**src/rtl/gcm_ghash_engine.sv**
```systemverilog
// Digit-serial GHASH and tag engine for AES-GCM: absorbs AAD/CT blocks, appends the length block, emits a truncated tag and compare.
// Vectors are stored with GCM bit 0 (first byte MSB) at index 127, so hex literals read in GCM order.
module gcm_ghash_engine #(
    parameter int unsigned DIGIT_W   = 8,
    parameter int unsigned TAG_BYTES = 16,
    parameter int unsigned LEN_W     = 36
) (
    input  logic         iClk,
    input  logic         iRstn,
    input  logic         iStart,
    input  logic [127:0] iHashKey,
    input  logic [127:0] iEkY0,
    input  logic [127:0] iData,
    input  logic         iData_valid,
    input  logic         iData_type,
    input  logic [4:0]   iData_bytes,
    output logic         oReady,
    input  logic         iFinish,
    input  logic [127:0] iTag,
    output logic [127:0] oTag,
    output logic         oTag_valid,
    output logic         oAuthentic,
    output logic         oError
);
    localparam int unsigned N     = 128 / DIGIT_W;
    localparam int unsigned CNT_W = 8;
    localparam logic [127:0] R_POLY = {8'he1, 120'h0};

    // Keep bytes 0..n-1 (byte 0 is the most significant byte of the vector).
    function automatic logic [127:0] byte_mask(input logic [4:0] n);
        logic [127:0] m;
        m = '0;
        for (int k = 0; k < 16; k++) begin
            if (5'(k) < n) m[127-8*k -: 8] = 8'hff;
        end
        return m;
    endfunction

    localparam logic [127:0] TAG_MASK = byte_mask(5'(TAG_BYTES));

    // One digit of the shift-and-add GF(2^128) multiply, X consumed MSB first.
    function automatic logic [255:0] gf_step(input logic [127:0] z_in, input logic [127:0] v_in,
                                             input logic [DIGIT_W-1:0] d);
        logic [127:0] z;
        logic [127:0] v;
        z = z_in;
        v = v_in;
        for (int i = DIGIT_W - 1; i >= 0; i--) begin
            if (d[i]) z = z ^ v;
            v = v[0] ? ((v >> 1) ^ R_POLY) : (v >> 1);
        end
        return {z, v};
    endfunction

    typedef enum logic [2:0] {IDLE, ACCEPT, MULT, LENMUL, TAG} state_t;
    state_t state_q, state_d;

    logic [127:0]     acc_q, acc_d, h_q, h_d, eky0_q, eky0_d, x_q, x_d, z_q, z_d, v_q, v_d;
    logic [127:0]     itag_q, itag_d, tag_q, tag_d;
    logic [CNT_W-1:0] cnt_q, cnt_d;
    logic [LEN_W-1:0] aad_cnt_q, aad_cnt_d, ct_cnt_q, ct_cnt_d;
    logic             aad_part_q, aad_part_d, ct_part_q, ct_part_d;
    logic             err_q, err_d, ready_q, ready_d, tag_valid_q, tag_valid_d, auth_q, auth_d;

    logic [4:0]       n_bytes;
    logic [127:0]     masked, len_blk, tag_full, step_z, step_v;
    logic [LEN_W:0]   sum;
    logic             ovf, blk_err, last;

    always_comb begin
        n_bytes  = (iData_bytes == 5'd0 || iData_bytes > 5'd16) ? 5'd16 : iData_bytes;
        masked   = iData & byte_mask(n_bytes);
        sum      = {1'b0, (iData_type ? ct_cnt_q : aad_cnt_q)} + (LEN_W+1)'(n_bytes);
        ovf      = sum[LEN_W];
        blk_err  = (~iData_type & (ct_cnt_q != '0)) | (iData_type ? ct_part_q : aad_part_q) | ovf;
        len_blk  = {64'({aad_cnt_q, 3'b000}), 64'({ct_cnt_q, 3'b000})};
        {step_z, step_v} = gf_step(z_q, v_q, x_q[127 -: DIGIT_W]);
        last     = (cnt_q == CNT_W'(N - 1));
        tag_full = step_z ^ eky0_q;
    end

    // State register
    always_ff @(posedge iClk) begin
        if (!iRstn) state_q <= IDLE;
        else        state_q <= state_d;
    end

    // Next-state logic; iStart overrides every state
    always_comb begin
        state_d = state_q;
        if (iStart) begin
            state_d = ACCEPT;
        end else begin
            case (state_q)
                ACCEPT: begin
                    if (iData_valid)  state_d = blk_err ? ACCEPT : MULT;
                    else if (iFinish) state_d = LENMUL;
                end
                MULT:    if (last) state_d = ACCEPT;
                LENMUL:  if (last) state_d = TAG;
                TAG:     state_d = IDLE;
                default: state_d = state_q;
            endcase
        end
    end

    // Datapath and output next values
    always_comb begin
        acc_d       = acc_q;
        h_d         = h_q;
        eky0_d      = eky0_q;
        x_d         = x_q;
        z_d         = z_q;
        v_d         = v_q;
        cnt_d       = cnt_q;
        aad_cnt_d   = aad_cnt_q;
        ct_cnt_d    = ct_cnt_q;
        aad_part_d  = aad_part_q;
        ct_part_d   = ct_part_q;
        err_d       = err_q;
        itag_d      = itag_q;
        tag_d       = tag_q;
        tag_valid_d = 1'b0;
        auth_d      = 1'b0;
        ready_d     = (state_d == ACCEPT);
        if (iStart) begin
            acc_d      = '0;
            h_d        = iHashKey;
            eky0_d     = iEkY0;
            cnt_d      = '0;
            aad_cnt_d  = '0;
            ct_cnt_d   = '0;
            aad_part_d = 1'b0;
            ct_part_d  = 1'b0;
            err_d      = 1'b0;
            tag_d      = '0;
        end else begin
            case (state_q)
                ACCEPT: begin
                    if (iData_valid) begin
                        if (blk_err) begin
                            err_d = 1'b1;
                            if (ovf) begin
                                if (iData_type) ct_cnt_d  = '1;
                                else            aad_cnt_d = '1;
                            end
                        end else begin
                            x_d   = acc_q ^ masked;
                            z_d   = '0;
                            v_d   = h_q;
                            cnt_d = '0;
                            if (iData_type) begin
                                ct_cnt_d  = sum[LEN_W-1:0];
                                ct_part_d = (n_bytes != 5'd16);
                            end else begin
                                aad_cnt_d  = sum[LEN_W-1:0];
                                aad_part_d = (n_bytes != 5'd16);
                            end
                        end
                    end else if (iFinish) begin
                        x_d    = acc_q ^ len_blk;
                        z_d    = '0;
                        v_d    = h_q;
                        cnt_d  = '0;
                        itag_d = iTag;
                    end
                end
                MULT, LENMUL: begin
                    z_d   = step_z;
                    v_d   = step_v;
                    x_d   = x_q << DIGIT_W;
                    cnt_d = cnt_q + CNT_W'(1);
                    if (last) begin
                        acc_d = step_z;
                        if (state_q == LENMUL) begin
                            tag_d       = tag_full & TAG_MASK;
                            tag_valid_d = 1'b1;
                            auth_d      = (((tag_full ^ itag_q) & TAG_MASK) == '0) & ~err_q;
                        end
                    end
                end
                default: ;
            endcase
        end
    end

    always_ff @(posedge iClk) begin
        if (!iRstn) begin
            acc_q <= '0; h_q <= '0; eky0_q <= '0; x_q <= '0; z_q <= '0; v_q <= '0;
            itag_q <= '0; tag_q <= '0; cnt_q <= '0; aad_cnt_q <= '0; ct_cnt_q <= '0;
            aad_part_q <= 1'b0; ct_part_q <= 1'b0; err_q <= 1'b0;
            ready_q <= 1'b0; tag_valid_q <= 1'b0; auth_q <= 1'b0;
        end else begin
            acc_q <= acc_d; h_q <= h_d; eky0_q <= eky0_d; x_q <= x_d; z_q <= z_d; v_q <= v_d;
            itag_q <= itag_d; tag_q <= tag_d; cnt_q <= cnt_d; aad_cnt_q <= aad_cnt_d; ct_cnt_q <= ct_cnt_d;
            aad_part_q <= aad_part_d; ct_part_q <= ct_part_d; err_q <= err_d;
            ready_q <= ready_d; tag_valid_q <= tag_valid_d; auth_q <= auth_d;
        end
    end

    assign oReady     = ready_q;
    assign oTag       = tag_q;
    assign oTag_valid = tag_valid_q;
    assign oAuthentic = auth_q;
    assign oError     = err_q;
endmodule

```
**config.mk**
```make
export PLATFORM = sky130hd
export DESIGN_NAME = gcm_ghash_engine
export DESIGN_NICKNAME = d
export VERILOG_FILES = /design/src/rtl/gcm_ghash_engine.sv
export SDC_FILE = /design/constraint.sdc
export NUM_CORES = 2
export LEC_CHECK = 0
export ABC_CLOCK_PERIOD_IN_PS = 4850
export CELL_PAD_IN_SITES_DETAIL_PLACEMENT = 1
export CELL_PAD_IN_SITES_GLOBAL_PLACEMENT = 1
export CORE_UTILIZATION = 29
export DETAILED_ROUTE_END_ITERATION = 16
export PLACE_DENSITY = 0.7
export SKIP_LAST_GASP = 1
export SLEW_MARGIN = 5
export SYNTH_ARGS = -nofsm -noshare
export SYNTH_HDL_FRONTEND = slang
export SYNTH_SLANG_ARGS = --single-unit
```
**constraint.sdc**
```tcl
create_clock -name iClk -period 4.85 [get_ports iClk]
set_input_delay 0.485 -clock iClk [delete_from_list [all_inputs] [get_ports iClk]]
set_output_delay 0.485 -clock iClk [all_outputs]
set_load 0.03 [all_outputs]
```
==> impl_results.md <==
- Status: finished clean
- Tightest Pin Transition: 1.32 ns
- RSZ-0062 raised after global routing: false
- Largest net degree at the start of global routing: 185
- Synth Area in Compound Gates: 0.124
- Post-CTS Setup Inserts: 0
- R2R setup slack: between 0.1 and 0.15 ns
- First-pass GRT wire length: 486000 µm
- Synth async-reset ratio: 0
- CTS HTree Levels: 4
- CTS tree: built
- Via count: 64200
- Synth Area in Simple Gates: 0.220
- Hold_sp: iStart
- Power Internal: ~17000 µW
- F_max: roughly 0.21 GHz
- Clock power share: 0.454
- Post-CTS resize count: 0
- Layout cells sized above 1: 0.0943
- Initial antenna violation count: 26
- FILL cells: roughly 26000
- Worst setup slack after layout: 0.111 ns
- Sequential share of power: 0.416
- Worst Path Required: approximately 5.6 ns
- Post-synth EDFFs: 0
- Hold path cells: 3
- Fin area: between 80000 and 90000 µm²
- Final ANT Viol Nets: 0
- Worst vdd ir: 0.000352 V
- Max-Slew Margin vs Limit: 0.115
- DR WL/cell: 29.4 µm
- Post-DP HPWL: between 200000 and 300000 µm
- Synth Warn #: 0
- Worst hold-check path type: in2reg
- Mux share of post-synthesis cell area: 0.0461
- CP Capture Type: flop
- Mapped Area: 64500 µm²
- Startpoint types: flop
- Die height: 474 µm
- Initial Util: 0.293
- Clock buffer depth: 3
- Sinks on Clock Net: 1113
- Crit Path Max Fanout: 26
- CP Cell Sequence: buf_12 -> buf_4 -> nand2_1 -> xor2_1 -> xnor3_1 -> xnor2_1 -> xnor2_1 -> a221o_1 -> nor4_1 -> nand4_1 -> nor4_2
- Synth Register Bits: 1113
- Most frequent cells in the layout: nand2_1 (1947), dfxtp_1 (1105), nor2_1 (1074)
- Sw Share: 0.286
- # rows: 172
- Setup Viol. Count Final: 0
- WS Path Type: reg2reg
- Fin Hold WS: 0.188 ns
- DP Worst Slack: -0.276 ns
- Synth Area in XOR/XNOR: 0.213
- Switch Pwr: between 6000 and 7000 µW
- Worst Hold Path EP: h_q[123]
- Largest family of logic cells by synthesized area: simple AND/OR/NAND/NOR gates
- Final slew viol count: 0
- # nets final: 9405
- Worst path arrival time: 5.44 ns
- Prevailing post-synth register cell: dfxtp_1
- Latest clock arrival within the worst-skew pair: 0.83 ns
- RR Startpoint: x_q[126]
- Syn Nets: 8725
- CP dominant cell by count: xnor2_1
- Max Clock Skew: 0.0349 ns
- P&R area growth vs syn: 26.1%
- Die Area: around 220000 µm²
- CP max stage delay: roughly 0.85 ns
- Yosys cell types: 87
- Global route overflow: 0
- Core region area: 220000 µm²
- DP Area: 76800 µm²
- Commonest non-fill, non-tap cell in the layout: nand2_1
- Gate count after technology mapping: a little over 8000
- Comb pwr share: 0.129
- Power Dens Cells: just under 300 nW/µm²
- Avg Synthesized Cell Area: 7.87 µm²
- Hold Buf Count CTS: 0
- Max_cap viols: 0
- RR Endpoint: oAuthentic
- Slowest-stage cell, CP: xnor2_1
- Io pins: 655
- Vias in the first global route: 64000
- # DRC: 0
- Die Width: 474 µm
- Routed wire length: between 300000 and 400000 µm
- Initial DRC Count: 6575
- LEAKAGE: 0.0296 µW
- Synthesized-area fraction occupied by adder cells: 0.00167
- Routability cong.: 1.04
- Total track usage: 0.304
- # port buffers: 654
- DR vias/cell: 5.38
- Root Buffer: clkbuf_16
- Drt pass-1 iters: 5
- Part of the cycle the worst path needs: 0.977
- Min cycle time layout: 4.74 ns
- Seq/Total Area, Yosys: 0.345
- Worst-case reg-to-reg path depth: 11
- Final hold vios: 0
- Clock-pin slew on the worst setup and hold paths: around 0.07 ns
- Inserted Clock Buffers: around 140
through the flow:
stage	util	instances	power (µW)	setup TNS, ns
6_report	0.369	11900	23500	0
5_1_grt	0.369	11900	24200	0
4_1_cts	0.369	11900	23600	0
3_5_place_dp	0.348	11700	13000	-64.94
3_3_place_gp	0.348	11700	12900	-52.25
2_1_floorplan	-	8194	11200	0
synthesized netlist by cell type, drive strengths merged, types with 8 or more instances:
cell        n  area [µm²]
inv        44         165
o22ai      13        87.6
nand3      73         365
and2       13        81.3
a21oi     480        2400
a211oi    236        1770
nor3b      18         135
nor4       28         188
a2111oi     9        78.8
a21boi      8        60.1
nor4b       8        76.3
o21ai      54         274
nand2b     18         113
xor2      489        4290
nand2    1948        7310
o2111ai     9        78.8
clkbuf    413        1550
o32ai      10        87.6
xnor3     127        2860
nor2     1077        4050
nor3      119         596
a22oi      92         691
nor2b      86         538
and3       12        75.1
xnor2     728        6420
a32oi      10        87.6
or4        10        75.1
mux2i     281        2810
dfxtp    1113       22300
a31oi      22         138
buf       270        1470
or3        10        62.6
a311oi    131        1150
mux2       14         158
nand3b     17         128
nand4      34         213
o211ai     62         465
xor3        8         190
flip-flops by register name (all words and copies together) (netlist names), 128 cells and up:
signal,flops
acc_q,128
eky0_q,128
h_q,128
itag_q,128
oTag,128
v_q,128
x_q,128
z_q,128
how the worst max path moves through the flow:
stage	slack, ns	endpoint	startpoint
after floorplan	0.07	x_q[123]	iData_type
after global placement	-0.24	v_q[105]	iData_bytes[0]
after detailed placement	-0.28	v_q[91]	iData_bytes[0]
after CTS	0.26	oAuthentic	x_q[121]
after global routing	0.05	oAuthentic	x_q[121]
final	0.11	oAuthentic	x_q[126]
metal layers:
layer / vias up / routed length, µm / track usage
li1: 28500 / - / -
met1: 32400 / 144000 / 0.382
met2: 2618 / 160000 / 0.488
met3: 666 / 23800 / 0.0486
met4: 8 / 23900 / 0.180
met5: - / 55 / 0
cells by family after synthesis:
kind of cell	count (synthesis)
DFF	1113
and+or+nand+nor	3496
adders and majority gates	8
AOI/OAI and AO/OA	1203
buffers and inverters	727
xor gates and xnor gates	1352
muxes	295
worst max-delay path, delay by kind of cell, from the launching register on:
family	cells	cell delay, ns
AND/OR/NAND/NOR	4	1.03
buffers and inverters	2	0.47
AO/OA/AOI/OAI	1	0.47
flip-flops	1	0.70
XOR/XNOR	4	1.88
power groups by stage:
| stage | Clock, µW | Sequential [µW] | Combinational [µW] |
|---|---|---|---|
| floorplan | 0 | 9710 | 1460 |
| global placement | 0 | 9980 | 2950 |
| detailed placement | 0 | 9990 | 2980 |
| CTS | 10800 | 9790 | 3000 |
| global route | 11200 | 9810 | 3170 |
| finish | 10700 | 9800 | 3050 |
cell type report:
cell class,count,area (µm²),share of cell area
multi-input combinational,6354,39200,0.482
sequential,1113,22300,0.274
timing repair buffer,1223,11400,0.140
clock buffer,189,3910,0.0481
tap,2958,3700,0.0455
clock inverter,44,623,0.00766
inverter,44,173,0.00212
antenna,11,27.5,0.000338
Note: power is estimated with default switching activity, not from simulation.
